--- src/rtl/convolucion_p3.sv ---
`default_nettype none
// ============================================================================
// Module   : convolucion_p3
// Purpose  : Convolution / cross-correlation engine. Reads Y and H from two
//            single-clock RAMs (1-cycle read latency), multiply-accumulates
//            every tap of each output sample and writes saturated Z samples
//            to an external RAM, one sample per WRITE cycle.
// Ports    : clk, rst (async, active-low)
//            start_i, mode_i, size_y_i, size_h_i   - run request
//            data_y_i, data_h_i                    - Y/H RAM read data
//            mem_y_addr_o, mem_h_addr_o            - Y/H RAM read addresses
//            data_z_o, mem_z_addr_o, write_o       - Z RAM write port
//            busy_o, done_o, err_o, ovf_o          - status
// Revision : 1.0 - initial release
// ============================================================================
module convolucion_p3 #(
  parameter int DATA_WIDTH        = 8,
  parameter int DATA_WIDTH_OUT    = 16,
  parameter int ADDRESS_WIDTH     = 5,
  parameter int ADDRESS_WIDTH_OUT = 6,
  parameter int SIGNED            = 0
) (
  input  logic                         clk,
  input  logic                         rst,
  input  logic                         start_i,
  input  logic                         mode_i,
  input  logic [ADDRESS_WIDTH-1:0]     size_y_i,
  input  logic [ADDRESS_WIDTH-1:0]     size_h_i,
  input  logic [DATA_WIDTH-1:0]        data_y_i,
  input  logic [DATA_WIDTH-1:0]        data_h_i,
  output logic [ADDRESS_WIDTH-1:0]     mem_y_addr_o,
  output logic [ADDRESS_WIDTH-1:0]     mem_h_addr_o,
  output logic [DATA_WIDTH_OUT-1:0]    data_z_o,
  output logic [ADDRESS_WIDTH_OUT-1:0] mem_z_addr_o,
  output logic                         write_o,
  output logic                         busy_o,
  output logic                         done_o,
  output logic                         err_o,
  output logic                         ovf_o
);

  // Accumulator is wide enough that a full run can never wrap.
  localparam int ACC_W = 2 * DATA_WIDTH + ADDRESS_WIDTH;
  localparam int AW    = ADDRESS_WIDTH;
  localparam int NW    = ADDRESS_WIDTH_OUT;
  localparam int OW    = DATA_WIDTH_OUT;

  typedef enum logic [2:0] {
    S_IDLE  = 3'd0,
    S_SETUP = 3'd1,
    S_ADDR  = 3'd2,
    S_MAC   = 3'd3,
    S_WRITE = 3'd4,
    S_DONE  = 3'd5
  } state_t;

  state_t            state_q, state_d;
  logic              mode_q, mode_d;
  logic [AW-1:0]     ny_q, ny_d;
  logic [AW-1:0]     nh_q, nh_d;
  logic [NW-1:0]     n_q, n_d;
  logic [AW-1:0]     k_q, k_d;
  logic [AW-1:0]     kmax_q, kmax_d;
  logic [ACC_W-1:0]  acc_q, acc_d;
  logic [AW-1:0]     y_addr_q, y_addr_d;
  logic [AW-1:0]     h_addr_q, h_addr_d;
  logic [OW-1:0]     z_data_q, z_data_d;
  logic [NW-1:0]     z_addr_q, z_addr_d;
  logic              write_q, write_d;
  logic              busy_q, busy_d;
  logic              done_q, done_d;
  logic              err_q, err_d;
  logic              ovf_q, ovf_d;

  // Index arithmetic is done at Z-address width so n - Ny + 1 etc. fit.
  logic [NW-1:0]     ny_ext, nh_ext, kmin_full, kmax_full, last_n;
  logic [ACC_W-1:0]  prod;
  logic [ACC_W-1:0]  acc_sum;
  logic [OW-1:0]     sat_val;
  logic              sat_clamp;

  assign ny_ext    = NW'(ny_q);
  assign nh_ext    = NW'(nh_q);
  // First tap whose Y index n-k is still inside Y.
  assign kmin_full = (n_q >= ny_ext) ? (n_q - ny_ext + NW'(1)) : '0;
  // Last tap: bounded by both n (Y index >= 0) and the H length.
  assign kmax_full = (n_q < (nh_ext - NW'(1))) ? n_q : (nh_ext - NW'(1));
  assign last_n    = ny_ext + nh_ext - NW'(2);

  // --------------------------------------------------------------------------
  // Multiplier, extended to accumulator width in the operand domain
  // --------------------------------------------------------------------------
  generate
    if (SIGNED != 0) begin : g_mul_signed
      logic signed [2*DATA_WIDTH-1:0] p;
      assign p    = $signed(data_h_i) * $signed(data_y_i);
      assign prod = {{(ACC_W-2*DATA_WIDTH){p[2*DATA_WIDTH-1]}}, p};
    end else begin : g_mul_unsigned
      logic [2*DATA_WIDTH-1:0] p;
      assign p    = data_h_i * data_y_i;
      assign prod = {{(ACC_W-2*DATA_WIDTH){1'b0}}, p};
    end
  endgenerate

  assign acc_sum = acc_q + prod;

  // --------------------------------------------------------------------------
  // Output saturation of the final accumulator value
  // --------------------------------------------------------------------------
  generate
    if (ACC_W <= OW) begin : g_sat_none
      // Output is at least as wide as the accumulator: never clamps.
      if (SIGNED != 0) begin : g_ext_signed
        assign sat_val = {{(OW-ACC_W){acc_sum[ACC_W-1]}}, acc_sum};
      end else begin : g_ext_unsigned
        assign sat_val = {{(OW-ACC_W){1'b0}}, acc_sum};
      end
      assign sat_clamp = 1'b0;
    end else if (SIGNED != 0) begin : g_sat_signed
      // Fits when all bits from the output sign bit upward agree.
      logic [ACC_W-OW:0] top;
      assign top       = acc_sum[ACC_W-1:OW-1];
      assign sat_clamp = !((&top) || !(|top));
      assign sat_val   = !sat_clamp        ? acc_sum[OW-1:0] :
                         acc_sum[ACC_W-1]  ? {1'b1, {(OW-1){1'b0}}} :
                                             {1'b0, {(OW-1){1'b1}}};
    end else begin : g_sat_unsigned
      assign sat_clamp = |acc_sum[ACC_W-1:OW];
      assign sat_val   = sat_clamp ? {OW{1'b1}} : acc_sum[OW-1:0];
    end
  endgenerate

  // --------------------------------------------------------------------------
  // Next-state and registered-output logic
  // --------------------------------------------------------------------------
  always_comb begin
    state_d  = state_q;
    mode_d   = mode_q;
    ny_d     = ny_q;
    nh_d     = nh_q;
    n_d      = n_q;
    k_d      = k_q;
    kmax_d   = kmax_q;
    acc_d    = acc_q;
    y_addr_d = y_addr_q;
    h_addr_d = h_addr_q;
    z_data_d = z_data_q;
    z_addr_d = z_addr_q;
    err_d    = err_q;
    ovf_d    = ovf_q;
    write_d  = 1'b0;

    case (state_q)
      S_IDLE: begin
        if (start_i) begin
          mode_d = mode_i;
          ny_d   = size_y_i;
          nh_d   = size_h_i;
          n_d    = '0;
          err_d  = 1'b0;
          ovf_d  = 1'b0;
          if ((size_y_i == '0) || (size_h_i == '0)) begin
            err_d   = 1'b1;
            state_d = S_DONE;
          end else begin
            state_d = S_SETUP;
          end
        end
      end
      S_SETUP: begin
        acc_d   = '0;
        k_d     = AW'(kmin_full);
        kmax_d  = AW'(kmax_full);
        state_d = S_ADDR;
      end
      S_ADDR: begin
        state_d = S_MAC;
      end
      S_MAC: begin
        acc_d = acc_sum;
        if (k_q == kmax_q) begin
          // Sample complete: present it to the Z RAM in the WRITE cycle.
          write_d  = 1'b1;
          z_addr_d = n_q;
          z_data_d = sat_val;
          if (sat_clamp) ovf_d = 1'b1;
          state_d  = S_WRITE;
        end else begin
          k_d     = k_q + AW'(1);
          state_d = S_ADDR;
        end
      end
      S_WRITE: begin
        if (n_q == last_n) begin
          state_d = S_DONE;
        end else begin
          n_d     = n_q + NW'(1);
          state_d = S_SETUP;
        end
      end
      S_DONE: begin
        state_d = S_IDLE;
      end
      default: begin
        state_d = S_IDLE;
      end
    endcase

    // Addresses are registered on entry to ADDR so they are stable for the
    // whole ADDR cycle; the RAM returns data during the following MAC cycle.
    if (state_d == S_ADDR) begin
      y_addr_d = AW'(n_q - NW'(k_d));
      h_addr_d = mode_d ? (nh_q - AW'(1) - k_d) : k_d;
    end

    busy_d = (state_d != S_IDLE);
    done_d = (state_d == S_DONE);
  end

  always_ff @(posedge clk or negedge rst) begin
    if (!rst) begin
      state_q  <= S_IDLE;
      mode_q   <= 1'b0;
      ny_q     <= '0;
      nh_q     <= '0;
      n_q      <= '0;
      k_q      <= '0;
      kmax_q   <= '0;
      acc_q    <= '0;
      y_addr_q <= '0;
      h_addr_q <= '0;
      z_data_q <= '0;
      z_addr_q <= '0;
      write_q  <= 1'b0;
      busy_q   <= 1'b0;
      done_q   <= 1'b0;
      err_q    <= 1'b0;
      ovf_q    <= 1'b0;
    end else begin
      state_q  <= state_d;
      mode_q   <= mode_d;
      ny_q     <= ny_d;
      nh_q     <= nh_d;
      n_q      <= n_d;
      k_q      <= k_d;
      kmax_q   <= kmax_d;
      acc_q    <= acc_d;
      y_addr_q <= y_addr_d;
      h_addr_q <= h_addr_d;
      z_data_q <= z_data_d;
      z_addr_q <= z_addr_d;
      write_q  <= write_d;
      busy_q   <= busy_d;
      done_q   <= done_d;
      err_q    <= err_d;
      ovf_q    <= ovf_d;
    end
  end

  assign mem_y_addr_o = y_addr_q;
  assign mem_h_addr_o = h_addr_q;
  assign data_z_o     = z_data_q;
  assign mem_z_addr_o = z_addr_q;
  assign write_o      = write_q;
  assign busy_o       = busy_q;
  assign done_o       = done_q;
  assign err_o        = err_q;
  assign ovf_o        = ovf_q;

endmodule
`default_nettype wire

--- config.mk ---
export PLATFORM = sky130hd
export DESIGN_NAME = convolucion_p3
export DESIGN_NICKNAME = d
export VERILOG_FILES = /design/src/rtl/convolucion_p3.sv
export SDC_FILE = /design/constraint.sdc
export NUM_CORES = 1
export LEC_CHECK = 0
export CAP_MARGIN = 20
export CORE_MARGIN = 3
export CORE_UTILIZATION = 50
export DETAILED_ROUTE_END_ITERATION = 8
export MAX_ROUTING_LAYER = met4
export PLACE_DENSITY = 0.73
export SETUP_SLACK_MARGIN = 0.5
export SYNTH_ARGS = -nofsm -noshare
export SYNTH_HDL_FRONTEND = slang
export SYNTH_SLANG_ARGS = --single-unit
--- constraint.sdc ---
create_clock -name clk -period 8.1 [get_ports clk]
set_clock_uncertainty 0.2 [all_clocks]
set_input_delay 1.215 -clock clk [delete_from_list [all_inputs] [get_ports clk]]
set_output_delay 1.215 -clock clk [all_outputs]
set_load 0.02 [all_outputs]
==> reports/results.ini <==
[synth]
yosysSeqAreaShare_pct = 28.7
synthDistinctLibCells = 59
yosysTopAreaCell = dfrtp_1
yosys.area.top_type_share_pct = 28.7
synth_edf_count = 0
synthArstFlopShare_pct = 100
ys_ff_latch = 88
synth_nets = 1019
netlist_area_sq_um = 7690
synthCells = 858
syn_area_per_cell_sq_um = 8.96
synth_flop_cell = dfrtp_1
synth_area_leaders = dfrtp_1, fa_1, ha_1
yosysWarningCount = 0

[global_routing]
grt_overflow_total = 0
antenna_found_initial = 0
grt.total_usage_pct = 23.4
grt_pass1_vias = 6168
grt_pass1_wl_um = 30500
grt_max_degree = 72

[critical_path]
r2r-end = data_z_o[7]$_DFFE_PN0P_
r2r-start = acc_q[3]$_DFFE_PN0N_
criticalPathCategory = in -> reg
regToRegSetupSlack_ns = 2.68
critPathCaptureType = flop
worstPathMaxFanout = 14
cp.arrival_ns = 6.79
reg2regPathDepth = 18
crit_path_start_kind = primary input
cp.required_ns = 8.17

[floorplanning]
dieArea_sq_um = 16900
coreArea_sq_um = 14800
dieHeight_um = 130
rows = 44
die_x_um = 130
initial_utilization_pct = 51.9
pin_count = 67

[routing]
vias = 6020
drt_iter0_markers = 390
antenna_left = 0
drc_errors = 0
drt_wl_total_um = 17800
post_drt_wl_per_cell_um = 16.2
viasPerCell = 5.48
drt-pass1-iter-count = 5

[timing]
worst_pin_slew_ns = 1.11
fin_ws_ns = 1.37
max_freq_ghz = 0.149
finalCriticalPeriod_ns = 6.73
fin_tns_setup_ns = 0
slew_viol_final = 0
setup_viol = 0
rsz0062_at_grt = false
relSlewSlack_pct = 26.0
final_hold_viol_count = 0
fin_crit_sh_pct = 83.0

[place]
place_ws_ns = 1.06
place_area_sq_um = 8490
place.gp.congestion = 0.981
hpwl_um = 14100
io_buffers = 66

[clock_tree]
cts.sinks = 88
numCtsBuffers = 9
htreeDepth = 3
clock_path_buffers = 2
clock_latency_ns = 0.35
ctsResizeCount = 0
ctsHoldBuffers = 0
clk_pin_slew_worst_paths_ns = 0.07
cts_setup_buffers = 0
clockRootBuffer = clkbuf_16
cts_tree = built

[final_layout]
multi_input_area_sq_um = 4830
syn_to_final_growth_pct = 14.6
drive_gt1_share_pct = 3.83
stdcell_area_sq_um = 8810
seq_area_sq_um = 2200
fillers = 1303
diodes = 0
nets = 1071

[status]
status = finished, final reports clean

[worst_hold_path]
worst_hold_path.num_cells = 2
hp-class = reg -> reg
hold_path_end = acc_q[0]$_DFFE_PN0N_
hp-start = acc_q[0]$_DFFE_PN0N_

[job]
drv_cap = 0

==> cell families (layout without fill, tap and decap cells) <==
group,Yosys count,in the layout,synth area share (%)
buf+inv,171,228,8.60
compound gates,185,185,16.1
fa+ha+maj,131,131,26.7
flops,88,88,28.7
mux,3,3,0.391
xor+xnor,42,42,4.79
simple gates,238,238,14.7
==> sequential cells by signal (all words and copies together) (netlist names), 3 cells and up <==
name          count
kmax_q            5
ny_q              5
k_q               5
mem_h_addr_o      5
n_q               6
state_q           3
mem_z_addr_o      6
acc_q            21
nh_q              5
data_z_o         16
mem_y_addr_o      5
==> routing by layer <==
layer	track usage, %	up-vias	share of wire (%)	wire length (um)
li1	-	2946	-	-
met1	32.5	2918	47	8310
met2	36.1	130	47	8280
met3	2.62	26	4.4	781
met4	7.82	0	2.2	395
met5	-	-	0	0
==> synth_stat cells, types with 24 or more instances <==
library cell and instances:
xnor2_1 26, fa_1 55, clkbuf_1 24, and2_1 35
a21oi_1 37, nand2_1 107, inv_1 141, o21ai_0 49
ha_1 76, nor2_1 36, dfrtp_1 88
==> worst max-delay path, stage by stage <==
cell and delay [ns]:
clkdlybuf4s50_1 0.61, nand2_1 0.13, fa_1 0.53, fa_1 0.55, inv_1 0.05, fa_1 0.55, inv_1 0.06, fa_1 0.53
inv_1 0.04, ha_1 0.38, o211ai_1 0.19, a31oi_2 0.31, a31oi_1 0.18, o22ai_1 0.87, nand2_1 0.30, a31oi_1 0.27
==> cell usage in the layout (no fill, tap or decap), types with 6 or more instances in the layout <==
master / instances
a21o_1: 16
a21oi_1: 37
fa_1: 55
inv_1: 141
a31oi_1: 13
and3_1: 10
nand3_1: 13
a21boi_0: 8
o21a_1: 6
clkbuf_16: 9
nand2_1: 107
a2111oi_0: 8
a211oi_1: 8
nor2_1: 36
clkdlybuf4s50_1: 65
a22o_1: 6
xnor2_1: 26
nand4_1: 6
and2_1: 35
ha_1: 76
o31ai_1: 6
dfrtp_1: 88
o21ai_0: 49
xor2_1: 16
==> stage by stage <==
stage | utilization, % | cells | hold slack [ns]
finish | 59.5 | 1099 | 0.279
floorplan | - | 858 | 0.245
detailed placement | 57.3 | 1083 | 0.267
global placement | 57.3 | 1083 | 0.260
global route | 59.5 | 1099 | 0.299
CTS | 59.5 | 1099 | 0.283
==> worst max-delay path by stage <==
stage               slack [ns]  cells after the start                      end         from
floorplan                 2.10                     18  data_z_o[3]$_DFFE_PN0P_  data_h_i[5]
finish                    1.37                     16  data_z_o[7]$_DFFE_PN0P_  data_h_i[0]
global placement          1.16                     16  data_z_o[6]$_DFFE_PN0P_  data_h_i[0]
global route              1.05                     16  data_z_o[6]$_DFFE_PN0P_  data_h_i[0]
CTS                       1.40                     16  data_z_o[7]$_DFFE_PN0P_  data_h_i[0]
detailed placement        1.06                     16  data_z_o[6]$_DFFE_PN0P_  data_h_i[0]
==> layout make-up <==
class,count,area share (%)
well taps,184,2.61
repair buffers,70,7.81
multi-input cells,599,54.9
clock buffers,9,2.56
clock inverters,7,1.08
inverters,142,6.05
flip-flops and latches,88,25.0
Power is left out: the tool's default activity adds up to more than one toggle a clock period on the data nets, which glitch-free logic cannot reach.
